[src/rtl/dco_ctrl_pkg.sv]
// Shared mode encoding and default sizing for the DCO bank tuning controller.
package dco_ctrl_pkg;

    typedef enum logic [1:0] {
        MODE_IDLE = 2'd0,
        MODE_PVT  = 2'd1,
        MODE_ACQ  = 2'd2,
        MODE_TRK  = 2'd3
    } dco_mode_e;

    localparam int DEF_L_W     = 6;
    localparam int DEF_M_W     = 8;
    localparam int DEF_S_W     = 6;
    localparam int DEF_TW_W    = 16;
    localparam int DEF_FRAC_W  = 4;
    localparam int DEF_LOCK_N  = 8;
    localparam int DEF_THR_PVT = 64;
    localparam int DEF_THR_ACQ = 8;

endpackage

[src/rtl/dco_sd_dither.sv]
// First-order sigma-delta on the tuning-word fraction: emits a carry whenever
// the fractional accumulator overflows, so the small bank averages the fraction.
module dco_sd_dither #(
    parameter int FRAC_W = dco_ctrl_pkg::DEF_FRAC_W
) (
    input  logic              clk,
    input  logic              rst,
    input  logic              clr,
    input  logic              en,
    input  logic [FRAC_W-1:0] frac,
    output logic              carry
);

    logic [FRAC_W-1:0] acc_q, acc_d;
    logic [FRAC_W:0]   sum;

    always_comb begin
        sum   = {1'b0, acc_q} + {1'b0, frac};
        carry = sum[FRAC_W];
        acc_d = acc_q;
        if (clr) begin
            acc_d = '0;
        end else if (en) begin
            acc_d = sum[FRAC_W-1:0];
        end
    end

    always_ff @(posedge clk) begin
        if (rst) begin
            acc_q <= '0;
        end else begin
            acc_q <= acc_d;
        end
    end

endmodule

[src/rtl/dco_tune_ctrl.sv]
// Three-bank DCO tuning controller: coarse PVT search, medium acquisition,
// then dithered fine tracking on the small bank.
module dco_tune_ctrl
    import dco_ctrl_pkg::*;
#(
    parameter int L_W     = DEF_L_W,
    parameter int M_W     = DEF_M_W,
    parameter int S_W     = DEF_S_W,
    parameter int TW_W    = DEF_TW_W,
    parameter int FRAC_W  = DEF_FRAC_W,
    parameter int LOCK_N  = DEF_LOCK_N,
    parameter int THR_PVT = DEF_THR_PVT,
    parameter int THR_ACQ = DEF_THR_ACQ
) (
    input  logic                   clk,
    input  logic                   rst,
    input  logic                   en,
    input  logic signed [TW_W-1:0] tw,
    input  logic                   tw_valid,
    output logic [L_W-1:0]         dco_in_l,
    output logic [M_W-1:0]         dco_in_m,
    output logic [S_W-1:0]         dco_in_s,
    output logic [1:0]             mode,
    output logic                   sat,
    output logic                   lock
);

    localparam int AW = TW_W + 2;
    localparam int CW = $clog2(LOCK_N + 1);

    localparam logic [L_W-1:0] L_MID = {1'b1, {(L_W-1){1'b0}}};
    localparam logic [M_W-1:0] M_MID = {1'b1, {(M_W-1){1'b0}}};
    localparam logic [S_W-1:0] S_MID = {1'b1, {(S_W-1){1'b0}}};
    localparam logic [L_W-1:0] L_MAX = '1;
    localparam logic [M_W-1:0] M_MAX = '1;
    localparam logic [S_W-1:0] S_MAX = '1;

    localparam logic signed [AW-1:0] THR_PVT_X = AW'(THR_PVT);
    localparam logic signed [AW-1:0] THR_ACQ_X = AW'(THR_ACQ);
    localparam logic signed [AW-1:0] S_MID_X   = $signed({{(AW-S_W){1'b0}}, S_MID});
    localparam logic signed [AW-1:0] S_MAX_X   = $signed({{(AW-S_W){1'b0}}, S_MAX});

    dco_mode_e      state_q, state_d;
    logic [L_W-1:0] l_q, l_d;
    logic [M_W-1:0] m_q, m_d;
    logic [S_W-1:0] s_q, s_d;
    logic [CW-1:0]  cnt_q, cnt_d;
    logic           sat_q, sat_d;
    logic           lock_q, lock_d;

    logic                 dith_en, dith_clr, carry;
    logic signed [AW-1:0] tw_x, ip_x, s_x;

    dco_sd_dither #(.FRAC_W(FRAC_W)) u_dither (
        .clk   (clk),
        .rst   (rst),
        .clr   (dith_clr),
        .en    (dith_en),
        .frac  (tw[FRAC_W-1:0]),
        .carry (carry)
    );

    always_comb begin
        state_d  = state_q;
        l_d      = l_q;
        m_d      = m_q;
        s_d      = s_q;
        cnt_d    = cnt_q;
        sat_d    = sat_q;
        dith_en  = 1'b0;
        dith_clr = 1'b0;
        tw_x     = {{2{tw[TW_W-1]}}, tw};
        ip_x     = tw_x >>> FRAC_W;
        s_x      = S_MID_X - ip_x - $signed({{(AW-1){1'b0}}, carry});

        if (!en) begin
            state_d  = MODE_IDLE;
            l_d      = L_MID;
            m_d      = M_MID;
            s_d      = S_MID;
            cnt_d    = '0;
            sat_d    = 1'b0;
            dith_clr = 1'b1;
        end else begin
            case (state_q)
                MODE_IDLE: begin
                    state_d = MODE_PVT;
                    l_d     = L_MID;
                    m_d     = M_MID;
                    s_d     = S_MID;
                end
                MODE_PVT: if (tw_valid) begin
                    // positive tuning word means "too slow": lower code raises frequency
                    if (tw_x > THR_PVT_X) begin
                        cnt_d = '0;
                        sat_d = (l_q == '0);
                        if (l_q != '0) l_d = l_q - 1'b1;
                    end else if (tw_x < -THR_PVT_X) begin
                        cnt_d = '0;
                        sat_d = (l_q == L_MAX);
                        if (l_q != L_MAX) l_d = l_q + 1'b1;
                    end else begin
                        sat_d = 1'b0;
                        if (cnt_q == CW'(LOCK_N - 1)) begin
                            cnt_d   = '0;
                            state_d = MODE_ACQ;
                        end else begin
                            cnt_d = cnt_q + 1'b1;
                        end
                    end
                end
                MODE_ACQ: if (tw_valid) begin
                    if (tw_x > THR_ACQ_X) begin
                        cnt_d = '0;
                        sat_d = (m_q == '0);
                        if (m_q != '0) m_d = m_q - 1'b1;
                    end else if (tw_x < -THR_ACQ_X) begin
                        cnt_d = '0;
                        sat_d = (m_q == M_MAX);
                        if (m_q != M_MAX) m_d = m_q + 1'b1;
                    end else begin
                        sat_d = 1'b0;
                        if (cnt_q == CW'(LOCK_N - 1)) begin
                            cnt_d   = '0;
                            state_d = MODE_TRK;
                        end else begin
                            cnt_d = cnt_q + 1'b1;
                        end
                    end
                end
                MODE_TRK: if (tw_valid) begin
                    dith_en = 1'b1;
                    if (s_x < 0) begin
                        s_d   = '0;
                        sat_d = 1'b1;
                    end else if (s_x > S_MAX_X) begin
                        s_d   = S_MAX;
                        sat_d = 1'b1;
                    end else begin
                        s_d   = s_x[S_W-1:0];
                        sat_d = 1'b0;
                    end
                end
                default: state_d = MODE_IDLE;
            endcase
        end
        lock_d = (state_d == MODE_TRK);
    end

    always_ff @(posedge clk) begin
        if (rst) begin
            state_q <= MODE_IDLE;
            l_q     <= L_MID;
            m_q     <= M_MID;
            s_q     <= S_MID;
            cnt_q   <= '0;
            sat_q   <= 1'b0;
            lock_q  <= 1'b0;
        end else begin
            state_q <= state_d;
            l_q     <= l_d;
            m_q     <= m_d;
            s_q     <= s_d;
            cnt_q   <= cnt_d;
            sat_q   <= sat_d;
            lock_q  <= lock_d;
        end
    end

    assign dco_in_l = l_q;
    assign dco_in_m = m_q;
    assign dco_in_s = s_q;
    assign mode     = state_q;
    assign sat      = sat_q;
    assign lock     = lock_q;

endmodule

[config.mk]
export PLATFORM = sky130hd
export DESIGN_NAME = dco_tune_ctrl
export DESIGN_NICKNAME = d
export VERILOG_FILES = /design/src/rtl/dco_ctrl_pkg.sv /design/src/rtl/dco_sd_dither.sv /design/src/rtl/dco_tune_ctrl.sv
export SDC_FILE = /design/constraint.sdc
export NUM_CORES = 1
export LEC_CHECK = 0
export ABC_AREA = 1
export BUFFER_PORTS_ARGS = -buffer_cell sky130_fd_sc_hd__buf_2
export CORE_UTILIZATION = 50
export CTS_CLUSTER_DIAMETER = 30
export DETAILED_ROUTE_END_ITERATION = 10
export GPL_TIMING_DRIVEN = 0
export HOLD_SLACK_MARGIN = 0.03
export PLACE_DENSITY = 0.74
export SLEW_MARGIN = 20
export SYNTH_ARGS = -nofsm -noshare
export SYNTH_HDL_FRONTEND = slang
export SYNTH_SLANG_ARGS = --single-unit
[constraint.sdc]
create_clock -name clk -period 5.3 [get_ports clk]
set_input_delay 0.265 -clock clk [delete_from_list [all_inputs] [get_ports clk]]
set_output_delay 0.265 -clock clk [all_outputs]
set_load 0.05 [all_outputs]
==> impl_metrics.toml, run 1 <==
[clock_network]
cts_hold_repair.buffers = 0
clock_sinks = 32
cts_max_level = 2
cts_tree = "yes"
clock_latency_ns = 0.28
cts_buffers = 5
clk_pin_slew_ns = 0.07
ctsRootBufferMaster = "clkbuf_8"
clk_path_buf_depth = 2
cts_repair_resize_count = 0
cts_setup_buffers = 0

[final_layout]
syn2layout_area_growth_pct = 12.9
final_nets = 614
fillCellCount = 591
drive_gt1_share_pct = 12.8
multi_input_area_um2 = 2240
final_cell_mix = "nand2_1, inv_1, nor2_1"
seq_area_um2 = 641
fin_area_um2 = 3560
diodes = 0
layoutNonFillerInstCount = 623
layout_commonest_cell = "nand2_1"

[die]
ios = 44
die_h_um = 81.4
core-area_um2 = 5990
die_w_um = 81.4
dieArea_um2 = 6620
start_util_pct = 52.6
rows = 28

[global_route]
track_usage_pct = 24.2
grt_antenna_before_repair = 0
gr-total-overflow = 0
grt_pass1_wl_mm = 12.6
grt_pass1_vias = 2979
grt_max_degree = 11

[pwr]
leakage_nw = 1.93
intPower_mw = 0.417
comb_power_share_pct = 27.3
p_sw_share_pct = 33.4
clkPwrFrac_pct = 32.8
ir_drop_v = 0.000129
p_total_mw = 0.625
p_switching_mw = 0.209
seq_power_share_pct = 40.0
p_per_area_nw_per_um2 = 176

[timing]
period_needed_ns = 3.15
maxClockFrequency_ghz = 0.317
post-route-period-util_pct = 59.4
rsz0062_at_grt = "false"
fin_setup_tns_ns = 0
skew_ns = 0.00391
finalHoldViolations = 0
drv_slew = 0
relSlewSlack_pct = 64.7
setup_viol = 0
tightest_slew_ns = 0.530

[detailed_routing]
wire_per_inst_um = 11.8
avgViaCountPerCell = 5.19
vias = 3231
firstDrtPassIters = 5
routed_wl_mm = 7.35
antenna_left = 0
drc = 0
drt-initial-drc-count = 152

[place]
post-dp-hpwl_mm = 5.96
dp_cells = 616
dpl_cell_area_um2 = 3460
numPortBuffers = 43
place_congestion = 0.888

[synth]
synth_nets = 564
syn_area_um2 = 3150
ys_seq_area_share_pct = 20.3
syn_area_per_cell_um2 = 6.33
yosys-top-cells-area = "dfxtp_1, ha_1, nand2_1, inv_1, nor2_1"
synthCells = 498
ys_ff_latch = 32
synth.distinct_cells = 35
synth_warnings = 0
yosysTopAreaCellShare_pct = 20.3
yosys.area.top_type = "dfxtp_1"

[job]
cap_violations = 0

[setup_path]
critPathRequiredTime_ns = 5.46
cp-start-kind = "register"
critPathArrivalTime_ns = 3.31
end_kind = "register"
path_class = "register to register"
path_max_fanout = 6

[status]
outcome = "finished, final reports clean"

[hold_path]
hold_path_class = "primary input to register"
-- area by class of cell --
| cell class | count | share of cell area, % |
|---|---|---|
| plain buffers | 4 | 0.704 |
| repair buffers | 43 | 6.05 |
| well taps | 75 | 2.64 |
| inverters | 66 | 6.97 |
| multi-input cells | 396 | 62.9 |
| flip-flops and latches | 32 | 18.0 |
| clock buffers | 7 | 2.71 |
-- worst max-delay path, stage by stage (launching register included) --
cell and delay (ns):
dfxtp_1 0.31, ha_1 0.20, fa_1 0.42, a31oi_1 0.16, ha_1 0.17, ha_1 0.16, inv_1 0.05, ha_1 0.18
inv_1 0.05, nand2_1 0.07, nand2_1 0.08, and2_1 0.16, nand2_1 0.08, nand2_1 0.06, nand2_1 0.05, nand2_1 0.05
nand2_1 0.05, nor2_1 0.34, nand2_1 0.14, o21ai_1 0.15, nand3_1 0.08
-- synthesized netlist by cell type --
master / number
o21bai_1: 1
and2_1: 1
nand2_2: 8
nor3b_1: 1
nand3_1: 45
o31ai_1: 1
a21oi_1: 32
a21o_1: 3
nor3_2: 1
nand2b_1: 1
nand4_1: 8
nor4_1: 3
inv_2: 1
xor2_2: 1
dfxtp_1: 32
nor2_4: 4
nor3_1: 9
inv_1: 65
o21ai_0: 13
buf_2: 2
buf_6: 1
fa_1: 3
xnor2_1: 4
o211ai_1: 1
nand3b_1: 2
nor2_2: 1
a21oi_2: 1
nand2_1: 134
ha_1: 43
o21ai_1: 1
a31oi_1: 2
xor2_1: 6
clkbuf_1: 1
or2_1: 1
nor2_1: 65
-- logic make-up after synthesis --
| logic type | Yosys count | synth area share [%] |
|---|---|---|
| xor gates and xnor gates | 11 | 3.30 |
| adders and majority gates | 46 | 19.0 |
| buffers and inverters | 70 | 8.66 |
| AOI/OAI and AO/OA | 55 | 9.41 |
| DFF | 32 | 20.3 |
| and+or+nand+nor | 284 | 39.3 |
-- metrics by stage --
step,setup slack [ns],util (%),hold slack [ns]
after floorplan,2.58,-,0.445
after global routing,1.82,59.4,0.387
after detailed placement,2.05,57.7,0.458
after global placement,2.12,57.7,0.452
after CTS,2.13,59.4,0.351
final,2.15,59.4,0.347
-- state kept, by name, summed over array words and instances (netlist names) --
register and count:
u_dither.acc_q 4, lock 1, dco_in_s 6, sat 1, dco_in_m 8, dco_in_l 6, mode 2, cnt_q 4
-- routing by layer --
metal | share of wire (%) | GRT usage [%] | up-vias | routed length [um]
li1 | - | - | 1710 | -
met1 | 48 | 29.6 | 1436 | 3510
met2 | 47 | 42.6 | 77 | 3440
met3 | 4.3 | 4.94 | 8 | 318
met4 | 1.1 | 6.25 | 0 | 83
met5 | 0 | 0 | - | 0
-- power by group through the flow --
stage	Sequential, mW	Combinational [mW]	Clock [mW]
6_report	0.250	0.170	0.205
5_1_grt	0.251	0.194	0.219
4_1_cts	0.250	0.170	0.209
3_5_place_dp	0.255	0.169	0
3_3_place_gp	0.255	0.165	0
2_1_floorplan	0.267	0.113	0
-- worst paths after layout --
| check | startpoint | endpoint | slack (ns) | depth (start not counted) |
|---|---|---|---|---|
| min | tw[0] | u_dither.acc_q[0] | 0.35 | 4 |
| max | u_dither.acc_q[0] | dco_in_s[5] | 2.15 | 20 |
| max reg2reg | u_dither.acc_q[0] | dco_in_s[5] | 2.15 | 20 |
| min reg2reg | dco_in_s[1] | dco_in_s[1] | 0.47 | 2 |
(Power assumes the default switching activity.)
==> inputs of run 2 (changes only) <==
==> constraint.sdc (replaced) <==
create_clock -name clk -period 3 [get_ports clk]
set_input_delay 0.15 -clock clk [delete_from_list [all_inputs] [get_ports clk]]
set_output_delay 0.15 -clock clk [all_outputs]
set_load 0.05 [all_outputs]
==> run 2 against run 1 <==
Power rose by 81%. Global-route usage barely moved. Sequential power rose by 77%. Final area rose by 4.0%. Non-clock buffer count rose by 4. Utilization rose by 2.4 points. Critical path depth rose by 1. Count of clock-buffer cells in the layout did not move. Sequential cell count did not move. Clock power rose by 77%. Critical endpoint is now dco_in_s[3].
==> impl_metrics.toml, run 2 (same netlist as run 1, synthesis figures left out) <==
[status]
outcome = "finished, final reports clean"

[job]
cap_violations = 0

[die]
rows = 28
dieArea_um2 = 6620
start_util_pct = 52.6
core-area_um2 = 5990
die_h_um = 81.4
ios = 44
die_w_um = 81.4

[final_layout]
diodes = 0
fin_area_um2 = 3700
final_nets = 618
drive_gt1_share_pct = 16.7
largest_reg_flops = 8
final_cell_mix = "nand2_1, inv_1, nor2_1"
layout_commonest_cell = "nand2_1"
final_util_pct = 61.8
syn2layout_area_growth_pct = 17.4

[clock_network]
clock_sinks = 32
cts_max_level = 2
clk_path_buf_depth = 2
clk_pin_slew_ns = 0.07
cts_buffers = 5
cts_hold_repair.buffers = 0
clock_latency_ns = 0.28
cts_tree = "yes"
ctsRootBufferMaster = "clkbuf_8"

[pwr]
ir_drop_v = 0.000276
p_per_area_nw_per_um2 = 306
p_total_mw = 1.13
leakage_nw = 1.96

[global_route]
track_usage_pct = 24.3
grt_pass1_wl_mm = 12.6
gr-total-overflow = 0
grt_max_degree = 11
grt_antenna_before_repair = 0
grt_pass1_vias = 2979

[place]
dpl_cell_area_um2 = 3460
numPortBuffers = 43
place_congestion = 0.888
post-dp-hpwl_mm = 5.96

[timing]
tightest_slew_ns = 0.579
setup_viol = 0
post-route-period-util_pct = 95.8
relSlewSlack_pct = 61.4
period_needed_ns = 2.88
finalHoldViolations = 0
skew_ns = 0.00389
maxClockFrequency_ghz = 0.348
whs_ns = 0.239
drv_slew = 0

[hold_path]
hold_path_class = "primary input to register"

[setup_path]
path_class = "register to register"
crit_chain = "ha_4, fa_2, a31oi_4, ha_4, ha_4, inv_1, ha_2, inv_2, nand2_2, nand2_2, and2_4, nand2_2, nand2_1, nand2_1, nand2_1, nand2_2, nor2_4, buf_6, nand3_1, nand2_1, a21oi_1"
critPathRequiredTime_ns = 3.14
path_max_fanout = 5
crit_slowest_cell = "fa_2"
critPathArrivalTime_ns = 3.02
cp-start-kind = "register"
end_kind = "register"
crit_buf_inv = 3
cpLargestDelayFamily = "adder cells"
max_stage_delay_ns = 0.42

[detailed_routing]
vias = 3265
routed_wl_mm = 7.65
antenna_left = 0
avgViaCountPerCell = 5.21
wire_per_inst_um = 12.2
drt-initial-drc-count = 180
drc = 0
firstDrtPassIters = 4
-- run 2: cell types whose count changed in the layout (fill, tap and decap cells not counted), moves of 2 or more --
cell	previous run	this run
buf_4	0	2
ha_1	43	39
ha_4	0	3
nand2_1	134	128
nand2_2	8	14
nor2_4	4	6
-- run 2: report_power, final --
part	switching [mW]	total (mW)	internal, mW
Sequential	0.00991	0.442	0.432
Combinational	0.215	0.328	0.113
Clock	0.158	0.362	0.204
-- run 2: stage by stage --
stage | setup WS [ns] | cells | setup TNS (ns)
final | 0.125 | 627 | 0
after global routing | -0.0468 | 627 | -0.157
after CTS | 0.00986 | 623 | 0
after detailed placement | -0.136 | 616 | -0.497
after global placement | -0.0630 | 616 | -0.0652
after floorplan | 0.285 | 498 | 0
-- run 2: what timing repair did --
action | in CTS | in global routing
pin swaps | 0 | 11
gates resized for setup | 3 | 22
buffers inserted | 0 | 4
endpoints found under the setup margin | 7 | 7
-- run 2: area by class of cell --
class | count | area (um^2)
Sequential cell | 32 | 642
Clock buffer | 7 | 96.3
Tap cell | 75 | 93.8
Timing Repair Buffer | 47 | 262
Inverter | 66 | 248
Multi-Input combinational cell | 396 | 2330
Fill cell | 562 | 2290
Buffer | 4 | 25.0
-- run 2: worst paths after layout --
path / start / to / slack, ns / cells after the start
max: u_dither.acc_q[0] / dco_in_s[3] / 0.12 / 21
min: tw[0] / u_dither.acc_q[0] / 0.24 / 4
max reg2reg: u_dither.acc_q[0] / dco_in_s[3] / 0.12 / 21
min reg2reg: dco_in_s[3] / dco_in_s[3] / 0.47 / 2
-- run 2: layer usage --
metal  vias to the layer above  global-route usage [%]  wire (um)
met2                        91                    42.6       3560
li1                       1720                       -          -
met1                      1443                    29.8       3610
met5                         -                       0          0
met3                        11                    4.94        383
met4                         0                    6.25         99
-- run 2: worst register-to-register path, stage by stage, from the launching register on --
cell     delay (ns)
dfxtp_2        0.33
ha_4           0.16
fa_2           0.42
a31oi_4        0.20
ha_4           0.16
ha_4           0.12
inv_1          0.04
ha_2           0.17
inv_2          0.05
nand2_2        0.05
nand2_2        0.08
and2_4         0.15
nand2_2        0.06
nand2_1        0.06
nand2_1        0.05
nand2_1        0.08
nand2_2        0.07
nor2_4         0.17
buf_6          0.13
nand3_1        0.06
nand2_1        0.06
a21oi_1        0.06
==> inputs of run 3 (changes only) <==
--- a/config.mk
+++ b/config.mk
@@ -12,7 +12,7 @@
 export DETAILED_ROUTE_END_ITERATION = 10
 export GPL_TIMING_DRIVEN = 0
 export HOLD_SLACK_MARGIN = 0.03
-export PLACE_DENSITY = 0.74
+export PLACE_DENSITY = 0.71
 export SLEW_MARGIN = 20
 export SYNTH_ARGS = -nofsm -noshare
 export SYNTH_HDL_FRONTEND = slang
==> run 3 against run 2 <==
Global-route usage fell by 0.11 points. Power fell by 0.48%. Die area did not move. Critical path type unchanged.
==> impl_metrics.toml, run 3 (same netlist as run 1, synthesis figures left out) <==
[setup_path]
crit_slowest_cell = "fa_2"
crit_buf_inv = 2
end_kind = "register"
path_max_fanout = 6
worst_path_most_repeated_cell = "nand2_2"
crit_chain = "ha_4, fa_2, a31oi_4, ha_2, ha_4, inv_2, ha_4, inv_2, nand2_2, nand2_2, and2_4, nand2_4, nand2_2, nand2_1, nand2_1, nand2_2, nor2_4, nand2_2, o21ai_2, nand3_1"
critPathRequiredTime_ns = 3.17
max_stage_delay_ns = 0.41
cp-start-kind = "register"
path_class = "register to register"
cpLargestDelayFamily = "adder cells"
critPathArrivalTime_ns = 3.08

[detailed_routing]
vias = 3242
firstDrtPassIters = 4
avgViaCountPerCell = 5.15
drc = 0
wire_per_inst_um = 12.3
routed_wl_mm = 7.76
antenna_left = 0
drt-initial-drc-count = 115

[final_layout]
final_cell_mix = "nand2_1, nor2_1, inv_1"
fillCellCount = 591
seq_area_um2 = 644
layout_commonest_cell = "nand2_1"
largest_reg_flops = 8
final_nets = 619
multi_input_area_um2 = 2340
diodes = 0
drive_gt1_share_pct = 17.3
final_util_pct = 61.7
fin_area_um2 = 3700
syn2layout_area_growth_pct = 17.4

[pwr]
p_sw_share_pct = 37.1
p_per_area_nw_per_um2 = 305
intPower_mw = 0.709
seq_power_share_pct = 39.1
leakage_nw = 1.96
p_switching_mw = 0.418
clkPwrFrac_pct = 31.8
comb_power_share_pct = 29.2
ir_drop_v = 0.000209

[clock_network]
cts_tree = "yes"
ctsRootBufferMaster = "clkbuf_8"
clk_path_buf_depth = 2
cts_max_level = 2
cts_hold_repair.buffers = 0
clock_latency_ns = 0.29
clk_pin_slew_ns = 0.08
clock_sinks = 32
cts_buffers = 5

[hold_path]
hold_path_class = "primary input to register"

[global_route]
grt_max_degree = 13
gr-total-overflow = 0
grt_pass1_vias = 2929
grt_pass1_wl_mm = 12.5
grt_antenna_before_repair = 0
track_usage_pct = 24.1

[die]
dieArea_um2 = 6620
rows = 28
die_w_um = 81.4
ios = 44
core-area_um2 = 5990
die_h_um = 81.4
start_util_pct = 52.6

[timing]
post-route-period-util_pct = 96.8
fin_setup_tns_ns = 0
finalHoldViolations = 0
skew_ns = 0.0116
rsz0062_at_grt = "true"
setup_viol = 0
tightest_slew_ns = 0.522
drv_slew = 0
maxClockFrequency_ghz = 0.344
period_needed_ns = 2.90
relSlewSlack_pct = 65.2

[job]
cap_violations = 0

[place]
post-dp-hpwl_mm = 6.02
dpl_cell_area_um2 = 3460
numPortBuffers = 43
place_congestion = 0.862

[status]
outcome = "finished, final reports clean"
[run 3: changes by cell type in the layout (fill, tap and decap cells not counted), sizes merged]
cell,before,now
clkinv,0,1
clkbuf,8,6
buf,50,51
clkinvlp,0,2
[run 3: worst reg2reg max path, delay by kind of cell (launching register included)]
| kind | cells | cell delay, ns |
|---|---|---|
| adder cells (fa/ha/maj) | 5 | 1.05 |
| flip-flops | 1 | 0.36 |
| buffers and inverters | 2 | 0.08 |
| AND/OR/NAND/NOR | 11 | 0.95 |
| AO/OA/AOI/OAI | 2 | 0.33 |
[run 3: repair_timing]
action / in CTS / in global routing
pin swaps: 1 / 13
endpoints found under the setup margin: 7 / 7
resized for setup: 3 / 25
buffers inserted: 0 / 5
[run 3: layout make-up]
type | instances | area share (%)
inverter | 66 | 6.70
clock inverter | 3 | 0.643
buffer | 4 | 0.677
tap | 75 | 2.54
clock buffer | 5 | 1.86
sequential | 32 | 17.4
timing repair buffer | 48 | 6.84
multi-input combinational | 396 | 63.3
[run 3: layer usage]
metal / GRT usage [%] / wire length [um]
met1: 29.4 / 3650
met4: 6.43 / 105
met5: 0 / 0
met2: 43.0 / 3730
met3: 4.38 / 273
[run 3: worst paths after layout]
kind / cells after the start / slack (ns) / start / to
max: 20 / 0.1 / u_dither.acc_q[0] / dco_in_s[5]
min: 6 / 0.25 / rst / u_dither.acc_q[3]
max reg2reg: 20 / 0.1 / u_dither.acc_q[0] / dco_in_s[5]
min reg2reg: 2 / 0.47 / dco_in_s[4] / dco_in_s[4]
[run 3: stage by stage]
step	power [mW]	worst slack [ns]	hold WS, ns	instances
global placement	0.743	-0.0678	0.455	616
CTS	1.11	0.0168	0.237	624
floorplan	0.671	0.285	0.386	498
detailed placement	0.749	-0.156	0.456	616
finish	1.13	0.0964	0.251	629
global route	1.19	-0.0461	0.256	629
[run 3: power groups by stage]
stage | registers, mW | logic, mW | clock network [mW]
2_1_floorplan | 0.471 | 0.200 | 0
3_3_place_gp | 0.451 | 0.292 | 0
3_5_place_dp | 0.451 | 0.297 | 0
4_1_cts | 0.441 | 0.304 | 0.360
5_1_grt | 0.442 | 0.369 | 0.379
6_report | 0.440 | 0.328 | 0.358
